<file path="src/rtl/ac_pkg.sv">
// Shared types and constants for the streaming Aho-Corasick matcher.
// Holds the FSM encoding, config-port select codes and the goto-entry layout.
package ac_pkg;

    localparam int DEF_STATE_W    = 8;
    localparam int DEF_CHAR_W     = 4;
    localparam int DEF_GOTO_DEPTH = 32;
    localparam int DEF_NUM_STATES = 32;
    localparam int DEF_ID_W       = 4;

    typedef enum logic [0:0] {
        IDLE = 1'b0,
        SCAN = 1'b1
    } ac_fsm_e;

    localparam logic [1:0] CFG_SEL_GOTO = 2'd0;
    localparam logic [1:0] CFG_SEL_FAIL = 2'd1;
    localparam logic [1:0] CFG_SEL_OUT  = 2'd2;
    localparam logic [1:0] CFG_SEL_RSVD = 2'd3;

    // Goto entry as packed on the config port: {cur, chr, nxt}.
    typedef struct packed {
        logic [DEF_STATE_W-1:0] cur;
        logic [DEF_CHAR_W-1:0]  chr;
        logic [DEF_STATE_W-1:0] nxt;
    } goto_entry_t;

endpackage

</file>
<file path="src/rtl/ac_table_ram.sv">
// Small table memory: one synchronous write port, one asynchronous read port.
// Addresses at or beyond DEPTH are ignored on write and read back as zero.
module ac_table_ram #(
    parameter int WIDTH  = 8,
    parameter int DEPTH  = 32,
    parameter int ADDR_W = 5
) (
    input  logic              clk,
    input  logic              we,
    input  logic [ADDR_W-1:0] waddr,
    input  logic [WIDTH-1:0]  wdata,
    input  logic [ADDR_W-1:0] raddr,
    output logic [WIDTH-1:0]  rdata
);

    localparam int IDX_W = (DEPTH > 1) ? $clog2(DEPTH) : 1;

    logic [WIDTH-1:0] mem [DEPTH];
    logic             wr_ok;
    logic             rd_ok;

    // A full power-of-two table needs no range guard; a partial one does.
    generate
        if (DEPTH == (1 << ADDR_W)) begin : g_full
            assign wr_ok = 1'b1;
            assign rd_ok = 1'b1;
        end else begin : g_part
            assign wr_ok = (waddr < ADDR_W'(DEPTH));
            assign rd_ok = (raddr < ADDR_W'(DEPTH));
        end
    endgenerate

    always_ff @(posedge clk) begin
        if (we && wr_ok) begin
            mem[waddr[IDX_W-1:0]] <= wdata;
        end
    end

    assign rdata = rd_ok ? mem[raddr[IDX_W-1:0]] : '0;

endmodule

</file>
<file path="src/rtl/ac_stream_matcher.sv">
// Streaming Aho-Corasick matcher: one character per handshake, linear goto scan
// with failure-link fallback, reporting the resolved state and pattern id.
module ac_stream_matcher
    import ac_pkg::*;
#(
    parameter int STATE_W    = DEF_STATE_W,
    parameter int CHAR_W     = DEF_CHAR_W,
    parameter int GOTO_DEPTH = DEF_GOTO_DEPTH,
    parameter int NUM_STATES = DEF_NUM_STATES,
    parameter int ID_W       = DEF_ID_W,
    parameter int GA_W       = $clog2(GOTO_DEPTH)
) (
    input  logic                        CLK,
    input  logic                        RST,
    input  logic                        SOFT_CLR,
    input  logic                        CHAR_VALID,
    input  logic [CHAR_W-1:0]           CHAR_IN,
    output logic                        CHAR_READY,
    input  logic [GA_W:0]               NUM_ENT,
    input  logic                        CFG_WE,
    input  logic [1:0]                  CFG_SEL,
    input  logic [GA_W-1:0]             CFG_ADDR,
    input  logic [2*STATE_W+CHAR_W-1:0] CFG_DATA,
    output logic                        OUT_VALID,
    output logic [STATE_W-1:0]          NOW_STATE,
    output logic                        MATCH,
    output logic [ID_W-1:0]             MATCH_ID,
    output logic                        ERR
);

    localparam int            GE_W     = 2*STATE_W + CHAR_W;
    localparam logic [0:0]    ST_IDLE  = IDLE;
    localparam logic [0:0]    ST_SCAN  = SCAN;

    logic [0:0]         fsm_q;
    logic [STATE_W-1:0] cur_q;
    logic [CHAR_W-1:0]  chr_q;
    logic [GA_W-1:0]    addr_q;
    logic [GA_W-1:0]    last_q;
    logic [GA_W-1:0]    last_d;
    logic [STATE_W-1:0] now_state_q;
    logic               out_valid_q;
    logic               match_q;
    logic [ID_W-1:0]    match_id_q;
    logic               err_q;

    logic               cfg_ok;
    logic [GE_W-1:0]    goto_rdata;
    logic [STATE_W-1:0] g_cur;
    logic [CHAR_W-1:0]  g_chr;
    logic [STATE_W-1:0] g_nxt;
    logic [STATE_W-1:0] fail_rdata;
    logic [ID_W-1:0]    out_rdata;
    logic [STATE_W-1:0] next_state_d;
    logic               hit;

    // Table writes only land while idle; writes during a scan are dropped.
    assign cfg_ok     = CFG_WE && (fsm_q == ST_IDLE);
    assign CHAR_READY = (fsm_q == ST_IDLE) && !CFG_WE && !SOFT_CLR;

    ac_table_ram #(
        .WIDTH  (GE_W),
        .DEPTH  (GOTO_DEPTH),
        .ADDR_W (GA_W)
    ) u_goto (
        .clk   (CLK),
        .we    (cfg_ok && (CFG_SEL == CFG_SEL_GOTO)),
        .waddr (CFG_ADDR),
        .wdata (CFG_DATA),
        .raddr (addr_q),
        .rdata (goto_rdata)
    );

    ac_table_ram #(
        .WIDTH  (STATE_W),
        .DEPTH  (NUM_STATES),
        .ADDR_W (STATE_W)
    ) u_fail (
        .clk   (CLK),
        .we    (cfg_ok && (CFG_SEL == CFG_SEL_FAIL)),
        .waddr (STATE_W'(CFG_ADDR)),
        .wdata (CFG_DATA[STATE_W-1:0]),
        .raddr (cur_q),
        .rdata (fail_rdata)
    );

    ac_table_ram #(
        .WIDTH  (ID_W),
        .DEPTH  (NUM_STATES),
        .ADDR_W (STATE_W)
    ) u_out (
        .clk   (CLK),
        .we    (cfg_ok && (CFG_SEL == CFG_SEL_OUT)),
        .waddr (STATE_W'(CFG_ADDR)),
        .wdata (CFG_DATA[ID_W-1:0]),
        .raddr (next_state_d),
        .rdata (out_rdata)
    );

    assign g_cur        = goto_rdata[GE_W-1 -: STATE_W];
    assign g_chr        = goto_rdata[STATE_W+CHAR_W-1 -: CHAR_W];
    assign g_nxt        = goto_rdata[STATE_W-1:0];
    assign hit          = (g_cur == cur_q) && (g_chr == chr_q);
    assign next_state_d = hit ? g_nxt : '0;

    // Last scanned index: zero entries behaves as one, oversize clamps to the table.
    always_comb begin
        last_d = '0;
        if (NUM_ENT == '0) begin
            last_d = '0;
        end else if (NUM_ENT > (GA_W+1)'(GOTO_DEPTH)) begin
            last_d = GA_W'(GOTO_DEPTH - 1);
        end else begin
            last_d = GA_W'(NUM_ENT - 1'b1);
        end
    end

    always_ff @(posedge CLK or negedge RST) begin
        if (!RST) begin
            fsm_q       <= ST_IDLE;
            cur_q       <= '0;
            chr_q       <= '0;
            addr_q      <= '0;
            last_q      <= '0;
            now_state_q <= '0;
            out_valid_q <= 1'b0;
            match_q     <= 1'b0;
            match_id_q  <= '0;
            err_q       <= 1'b0;
        end else begin
            out_valid_q <= 1'b0;
            if (SOFT_CLR) begin
                fsm_q       <= ST_IDLE;
                now_state_q <= '0;
                match_q     <= 1'b0;
            end else if (fsm_q == ST_IDLE) begin
                if (CHAR_VALID && CHAR_READY) begin
                    chr_q  <= CHAR_IN;
                    cur_q  <= now_state_q;
                    addr_q <= '0;
                    last_q <= last_d;
                    fsm_q  <= ST_SCAN;
                end
            end else if (hit || ((addr_q == last_q) && (cur_q == '0))) begin
                now_state_q <= next_state_d;
                match_q     <= |out_rdata;
                match_id_q  <= out_rdata;
                out_valid_q <= 1'b1;
                fsm_q       <= ST_IDLE;
            end else if (addr_q == last_q) begin
                // A failure link pointing at itself would loop forever; fall back to root.
                addr_q <= '0;
                if (fail_rdata == cur_q) begin
                    cur_q <= '0;
                    err_q <= 1'b1;
                end else begin
                    cur_q <= fail_rdata;
                end
            end else begin
                addr_q <= addr_q + 1'b1;
            end
        end
    end

    assign OUT_VALID = out_valid_q;
    assign NOW_STATE = now_state_q;
    assign MATCH     = match_q;
    assign MATCH_ID  = match_id_q;
    assign ERR       = err_q;

endmodule
</file>
<file path="config.mk">
export PLATFORM = sky130hd
export DESIGN_NAME = ac_stream_matcher
export DESIGN_NICKNAME = d
export VERILOG_FILES = /design/src/rtl/ac_pkg.sv /design/src/rtl/ac_table_ram.sv /design/src/rtl/ac_stream_matcher.sv
export SDC_FILE = /design/constraint.sdc
export NUM_CORES = 1
export LEC_CHECK = 0
export ABC_AREA = 1
export BUFFER_PORTS_ARGS = -buffer_cell sky130_fd_sc_hd__clkbuf_2
export CAP_MARGIN = 30
export CORE_MARGIN = 1
export CORE_UTILIZATION = 25
export DETAILED_ROUTE_END_ITERATION = 8
export GPL_TIMING_DRIVEN = 0
export PLACE_DENSITY = 0.38
export SLEW_MARGIN = 40
export SYNTH_ARGS = -nofsm -noshare
export SYNTH_HDL_FRONTEND = slang
export SYNTH_SLANG_ARGS = --single-unit
</file>
<file path="constraint.sdc">
create_clock -name CLK -period 3.85 [get_ports CLK]
set_input_delay 0.5775 -clock CLK [delete_from_list [all_inputs] [get_ports CLK]]
set_output_delay 0.5775 -clock CLK [all_outputs]
set_load 0.02 [all_outputs]
</file>
==> run_results.csv, run 1 <==
group,metric,value,unit
worst_setup_path,cp.required,4.44,ns
grt,antenna_found_initial,3,
power_and_ir_drop,peakVddDrop,0.3811,mV
placed_design,place_hpwl,116300,um
worst_hold_path,min_to,"chr_q[3]$_DFFE_PN0P_",
finish,final_layout_size_suffix_gt1_share,17.43,%
clock_network,clkLatencyLatePin,0.78,ns
drt,drc,0,
worst_setup_path,cp-start-kind,"flip-flop",
worst_setup_path,cpPeakStageDelay,0.49,ns
timing,finalMaxSlewViolations,0,
grt,grt_overflow,0,
placed_design,place.gp.congestion,0.8331,
worst_hold_path,hp-start,"CHAR_IN[3]",
finish,nets,3929,
synthesis,ys_seq_area_share,72.97,%
floorplan,dieArea,175400,um2
drt,dr.pass1.iters,5,
timing,hold_viol,0,
finish,syn_to_final_growth,24.91,%
placed_design,post-place-ws,-1.367,ns
timing,rsz0062_at_grt,"true",
timing,whs,0.06285,ns
synthesis,ys_warn_count,0,
synthesis,syn_nets,3634,
power_and_ir_drop,p_per_area,510.6,nW/um2
synthesis,synth_flop_cell,"edfxtp_1",
worst_hold_path,worstHoldPathType,"input pin to flip-flop",
worst_setup_path,end_kind,"flip-flop",
worst_setup_path,rr_startpoint,"addr_q[0]$_DFFE_PN0P_",
status,failed_checks,"negative setup slack",
drt,totalWireLength,170500,um
synthesis,synth_edf_count,1024,
grt,grt_pass1_vias,29430,
floorplan,ios,58,
worst_hold_path,whs_path_depth,3,
synthesis,syn_inst,3589,
finish,multi_input_area,10960,um2
job,maxCapViolCount,0,
timing,max_clock_freq,0.2596,GHz
timing,setup_ws,-0.001409,ns
worst_setup_path,arrival,4.44,ns
worst_setup_path,r2r_slack,-0.001,ns
power_and_ir_drop,power_leakage,0.01888,uW
placed_design,io_buffer_count,57,
drt,wl_per_cell,27.07,um
timing,clock_skew,0.08652,ns
clock_network,cts_tree,"built",
grt,grt_max_degree,76,
clock_network,path_clk_slew,0.06,ns
clock_network,cts_root_buf,"clkbuf_16",
timing,worst_pin_slew,0.8712,ns
status,status,"complete, but fails checks",
worst_setup_path,r2r_end,"MATCH$_DFFE_PN0P_",
finish,fill_cells,17330,
floorplan,fp-row-count,152,
grt,grt_pass1_wl,235400,um
timing,slew_headroom,41.71,%
clock_network,cts_sinks,1062,
worst_setup_path,slowest_stage,"dfrtp_2",
worst_setup_path,r2r_cells,25,
worst_setup_path,critical_path_class,"flip-flop to flip-flop",
timing,layout_min_cycle_time,3.851,ns
drt,vias,30130,
clock_network,cts.htree.levels,3,
power_and_ir_drop,p_total,27710,uW
floorplan,core-area,172100,um2
floorplan,die_w,418.9,um
timing,setup_viol,1,
drt,avgViaCountPerCell,4.782,
floorplan,die_h,418.9,um
finish,final_util,31.53,%
finish,register_area,31700,um2
synthesis,ys_types,45,
synthesis,synthArstFlopShare,3.578,%
worst_setup_path,crit_fanout,10,
grt,grt_use_total,19.20,%
synthesis,syn_area,43440,um2
floorplan,initial_core_util,25.24,%
clock_network,clockBufferDepth,3,
synthesis,avgSynthCellArea,12.10,um2
drt,first_iter_violations,2698,
timing,fin_crit_sh,100.0,%
worst_setup_path,critical_path.most_common_cell,"nand2_1",
drt,ant_nets,0,
synthesis,synth_seq_cells,1062,
clock_network,cts_made_buffers,120,
## power by group
group / internal [uW] / switching, uW / total, uW
registers: 12700 / 55.0 / 12800
logic: 1070 / 2610 / 3680
clock network: 6370 / 4870 / 11200
## how the worst max path moves through the flow
stage / startpoint / slack, ns / to
final: addr_q[0]$_DFFE_PN0P_ / -0.001 / MATCH$_DFFE_PN0P_
after global routing: addr_q[0]$_DFFE_PN0P_ / -0.12 / MATCH$_DFFE_PN0P_
after CTS: addr_q[0]$_DFFE_PN0P_ / -0.05 / MATCH$_DFFE_PN0P_
after floorplan: addr_q[0]$_DFFE_PN0P_ / 1.03 / MATCH$_DFFE_PN0P_
after global placement: fsm_q$_DFF_PN0_ / -1.77 / u_goto.mem[10][8]$_DFFE_PP_
after detailed placement: addr_q[0]$_DFFE_PN0P_ / -1.37 / MATCH$_DFFE_PN0P_
## critical path: cells and delay by family, from the launching register on
family	cells	cell delay (ns)
simple gates	16	1.50
compound gates	3	0.60
flops	1	0.49
buf+inv	6	1.03
## metrics by stage
stage,instances,setup TNS (ns),instance area [um2]
floorplan,3589,0,43440
global placement,5956,-809.59,46620
detailed placement,6032,-25.10,48820
CTS,6287,-0.08280,53640
global route,6299,-0.2619,54260
finish,6300,-0.001409,54260
## layout by cell type (no fill, tap or decap), types with 13 or more instances in the layout
cell,instances
buf_4,63
o211ai_1,13
a221oi_1,20
nor2_1,271
nor2_2,36
buf_2,26
o221ai_1,50
a22oi_1,21
clkbuf_4,22
clkbuf_2,104
inv_1,84
nor2_4,36
clkinv_2,16
clkbuf_16,127
dfrtp_1,35
nand2_1,806
buf_8,38
a21oi_1,118
nand3_2,33
buf_16,56
clkinv_1,22
buf_6,27
clkbuf_1,71
buf_12,22
o22ai_1,26
o21ai_0,201
clkbuf_8,19
nand3_1,430
edfxtp_1,1024
nand4_1,36
## synth_stat cells (16+ instances only)
cell | instances | area [um2]
a221oi_1 | 23 | 201.4
clkbuf_1 | 100 | 375.4
nand2_1 | 821 | 3082
nand3_1 | 466 | 2332
o22ai_1 | 26 | 162.7
o221ai_1 | 50 | 437.9
o21ai_0 | 206 | 1031
a21oi_1 | 118 | 590.6
nand4_1 | 36 | 225.2
dfrtp_1 | 38 | 950.9
inv_1 | 88 | 330.3
a22oi_1 | 25 | 187.7
buf_1 | 18 | 67.56
buf_6 | 16 | 180.2
nor2_1 | 340 | 1276
buf_4 | 30 | 225.2
edfxtp_1 | 1024 | 30750
buf_2 | 70 | 350.3
## registers in the layout, indices dropped and copies added, names as in the netlist
name / cells
ERR: 1
MATCH: 1
MATCH_ID: 4
NOW_STATE: 8
OUT_VALID: 1
addr_q: 5
chr_q: 4
cur_q: 8
fsm_q: 1
last_q: 5
u_fail.mem: 256
u_goto.mem: 640
u_out.mem: 128
## area by class of cell
type                            count  share of cell area, %
Sequential cell                  1062                  58.43
Multi-Input combinational cell   2201                  20.20
Clock buffer                      177                  6.210
Tap cell                         2310                  5.327
Timing Repair Buffer              172                  4.805
Buffer                            233                  3.551
Clock inverter                     49                 0.7840
Inverter                           94                 0.6894
Antenna cell                        2               0.009223
## logic make-up after synthesis
group,count (synthesis),share of synthesized area (%)
AOI/OAI and AO/OA,497,6.866
xor gates and xnor gates,6,0.1210
adders and majority gates,3,0.08641
buffers and inverters,328,3.571
DFF,1062,72.97
and+or+nand+nor,1693,16.38
## layer usage
metal | track usage [%] | share of wire [%] | up-vias | wire (um)
met5 | 0 | 0.012 | - | 20
met4 | 5.786 | 2.8 | 2 | 4721
met3 | 2.716 | 5.1 | 218 | 8625
met2 | 31.79 | 48 | 891 | 81850
met1 | 25.91 | 44 | 15390 | 75300
li1 | - | - | 13630 | -
## repair_timing
item | 4_1_cts | 5_1_grt
resized for setup | 252 | 138
pin swaps | 10 | 15
setup endpoints to repair | 28 | 24
hold endpoints to repair | 40 | 0
hold buffers | 3 | 0
gates cloned | 5 | 5
setup buffers | 22 | 6
Note: power is estimated with default switching activity, not from simulation.
==> inputs of run 2 (changes only) <==
--- a/config.mk
+++ b/config.mk
@@ -6,13 +6,13 @@
 export NUM_CORES = 1
 export LEC_CHECK = 0
 export ABC_AREA = 1
-export BUFFER_PORTS_ARGS = -buffer_cell sky130_fd_sc_hd__clkbuf_2
 export CAP_MARGIN = 30
 export CORE_MARGIN = 1
 export CORE_UTILIZATION = 25
 export DETAILED_ROUTE_END_ITERATION = 8
+export DONT_BUFFER_PORTS = 1
 export GPL_TIMING_DRIVEN = 0
-export PLACE_DENSITY = 0.38
+export PLACE_DENSITY = 0.37
 export SLEW_MARGIN = 40
 export SYNTH_ARGS = -nofsm -noshare
 export SYNTH_HDL_FRONTEND = slang
==> run 2 against run 1 <==
The run still ends with negative setup slack left. Clock-buffer cell count down 12. Non-clock buffer count decreased by 49. Die area unchanged. Critical endpoint unchanged. Critical path type unchanged. Design area increased by 0.39%.
==> run_results.csv, run 2 (synthesized netlist as in run 1, its figures left out) <==
group,metric,value,unit
timing,worst_pin_slew,0.8489,ns
floorplan,ios,58,
timing,finalMaxSlewViolations,0,
finish,fill_cells,17380,
timing,clock_skew,0.02863,ns
grt,grt_use_total,19.59,%
status,failed_checks,"negative setup slack",
drt,vias,30100,
finish,syn_to_final_growth,25.39,%
worst_setup_path,cp_num_buf_inv,6,
finish,nets,3892,
drt,wl_per_cell,27.70,um
finish,largest_reg_flops,640,
floorplan,core-area,172100,um2
worst_setup_path,cp-start-kind,"flip-flop",
grt,grt_overflow,0,
floorplan,initial_core_util,25.24,%
finish,num_antenna_cells,0,
timing,layout_min_cycle_time,3.903,ns
drt,dr.pass1.iters,8,
clock_network,cts_root_buf,"clkbuf_16",
timing,setup_ws,-0.05310,ns
drt,drc,0,
finish,final_common_cell,"edfxtp_1",
grt,antenna_found_initial,1,
floorplan,die_w,418.9,um
grt,grt_pass1_vias,29820,
worst_setup_path,arrival,4.62,ns
placed_design,place.gp.congestion,0.8203,
floorplan,fp-row-count,152,
worst_setup_path,critical_path.most_common_cell,"nand2_1",
clock_network,cts_sinks,1062,
placed_design,place_hpwl,117100,um
worst_setup_path,cp.required,4.57,ns
placed_design,dp_cells,5972,
worst_setup_path,crit_chain,"buf_8 -> clkbuf_16 -> buf_8 -> nand2_1 -> nand3_1 -> nand3_2 -> nand3_1 -> nand3_1 -> nand2_1 -> nand2_1 -> nand2_2 -> nor2_2 -> nand2_2 -> nor2_4 -> buf_4 -> nand2_2 -> clkinvlp_4 -> nand3_1 -> inv_1 -> nor3_1 -> nand3_2 -> nand2_1 -> o21ai_1 -> nand2_1",
clock_network,clockBufferDepth,3,
job,maxCapViolCount,0,
timing,hold_viol,0,
finish,fin_cells,6261,
worst_setup_path,cpPeakStageDelay,0.51,ns
placed_design,io_buffer_count,0,
status,status,"complete, but fails checks",
power_and_ir_drop,power_leakage,0.01890,uW
worst_setup_path,slowest_stage,"nor3_1",
worst_hold_path,worstHoldPathType,"input pin to flip-flop",
timing,setup_viol,2,
clock_network,clkLatencyLatePin,0.79,ns
placed_design,post-place-ws,-1.496,ns
drt,first_iter_violations,2823,
clock_network,cts.htree.levels,4,
timing,tns,-0.09519,ns
floorplan,dieArea,175400,um2
clock_network,cts_tree,"built",
drt,ant_nets,0,
worst_setup_path,crit_fanout,10,
timing,max_clock_freq,0.2562,GHz
drt,avgViaCountPerCell,4.807,
finish,final_layout_size_suffix_gt1_share,16.81,%
clock_network,path_clk_slew,0.06,ns
drt,totalWireLength,173400,um
worst_setup_path,critical_path_class,"flip-flop to flip-flop",
power_and_ir_drop,peakVddDrop,0.5087,mV
grt,grt_max_degree,97,
clock_network,cts_made_buffers,133,
floorplan,die_h,418.9,um
grt,grt_pass1_wl,240400,um
finish,final_cell_mix,"1024 x edfxtp_1, 805 x nand2_1, 438 x nand3_1",
finish,final_util,31.65,%
timing,slew_headroom,43.34,%
timing,rsz0062_at_grt,"true",
power_and_ir_drop,p_per_area,535.5,nW/um2
worst_setup_path,end_kind,"flip-flop",
worst_setup_path,critical-path-top-delay-family,"simple AND/OR/NAND/NOR gates",
timing,fin_crit_sh,101.4,%
run 2: cell count changes in the layout (fill, tap and decap cells not counted), sizes merged:
| cell | delta |
|---|---|
| buf | +10 |
| bufinv | +8 |
| clkbuf | -74 |
| clkdlybuf4s15 | -1 |
| clkinv | +10 |
| clkinvlp | +3 |
| diode | -2 |
| dlygate4sd3 | +4 |
| inv | +4 |
| nor2 | -1 |
run 2: power by group:
group / internal [uW] / switching (uW) / total (uW)
sequential: 12700 / 63.9 / 12800
clock: 7500 / 5240 / 12700
combinational: 1050 / 2590 / 3640
run 2: timing repair:
item                                    4_1_cts  5_1_grt
pin swaps                                     7       14
endpoints found under the hold margin      1069        0
resized for setup                           238      127
cloned                                        3        2
hold buffers                                 28        0
buffers inserted                             12        6
endpoints found under the setup margin       29       24
run 2: layout make-up:
cell class                 instances  area [um2]  share of cell area [%]
inverter                          94       374.1                  0.6868
sequential                      1062       31700                   58.20
tap                             2310        2890                   5.306
timing repair buffer             123        2360                   4.332
clock buffer                     165        3562                   6.539
clock inverter                    74       828.3                   1.521
multi-input combinational       2200       10900                   20.01
buffer                           233        1856                   3.406
run 2: worst register-to-register path: stages (launching register included):
cell and delay, ns:
dfrtp_2 0.49, buf_8 0.20, clkbuf_16 0.17, buf_8 0.15
nand2_1 0.06, nand3_1 0.14, nand3_2 0.14, nand3_1 0.13
nand3_1 0.12, nand2_1 0.10, nand2_1 0.06, nand2_2 0.12
nor2_2 0.05, nand2_2 0.11, nor2_4 0.08, buf_4 0.14
nand2_2 0.10, clkinvlp_4 0.22, nand3_1 0.24, inv_1 0.12
nor3_1 0.51, nand3_2 0.18, nand2_1 0.10, o21ai_1 0.07
nand2_1 0.06
run 2: worst paths after layout:
check | from | end | slack [ns] | cells after the start
worst max register to register | addr_q[0]$_DFFE_PN0P_ | MATCH$_DFFE_PN0P_ | -0.05 | 24
worst max-delay path | addr_q[0]$_DFFE_PN0P_ | MATCH$_DFFE_PN0P_ | -0.05 | 24
max in group asynchronous | RST | MATCH_ID[2]$_DFFE_PN0P_ | 3.18 | 2
worst min-delay path | SOFT_CLR | NOW_STATE[2]$_DFFE_PN0P_ | 0.08 | 3
min in group asynchronous | RST | chr_q[1]$_DFFE_PN0P_ | 0.33 | 2
worst min register to register | chr_q[2]$_DFFE_PN0P_ | chr_q[2]$_DFFE_PN0P_ | 0.55 | 2
run 2: per-stage QoR:
step	area, um2	total power (uW)	hold WS (ns)
after global routing	54470	30060	0.04939
after global placement	46330	16100	0.2904
after CTS	54030	29310	0.02650
after floorplan	43440	14730	0.2819
after detailed placement	48290	16120	0.2915
final	54470	29170	0.07950
run 2: routing by layer:
layer | track usage [%] | vias up | wire length [um] | part of all wire [%]
met1 | 26.35 | 15530 | 77640 | 45
met3 | 2.528 | 222 | 7306 | 4.2
met5 | 0 | - | 13 | 0.0075
met4 | 5.699 | 2 | 4409 | 2.5
met2 | 32.83 | 800 | 84040 | 48
li1 | - | 13550 | - | -
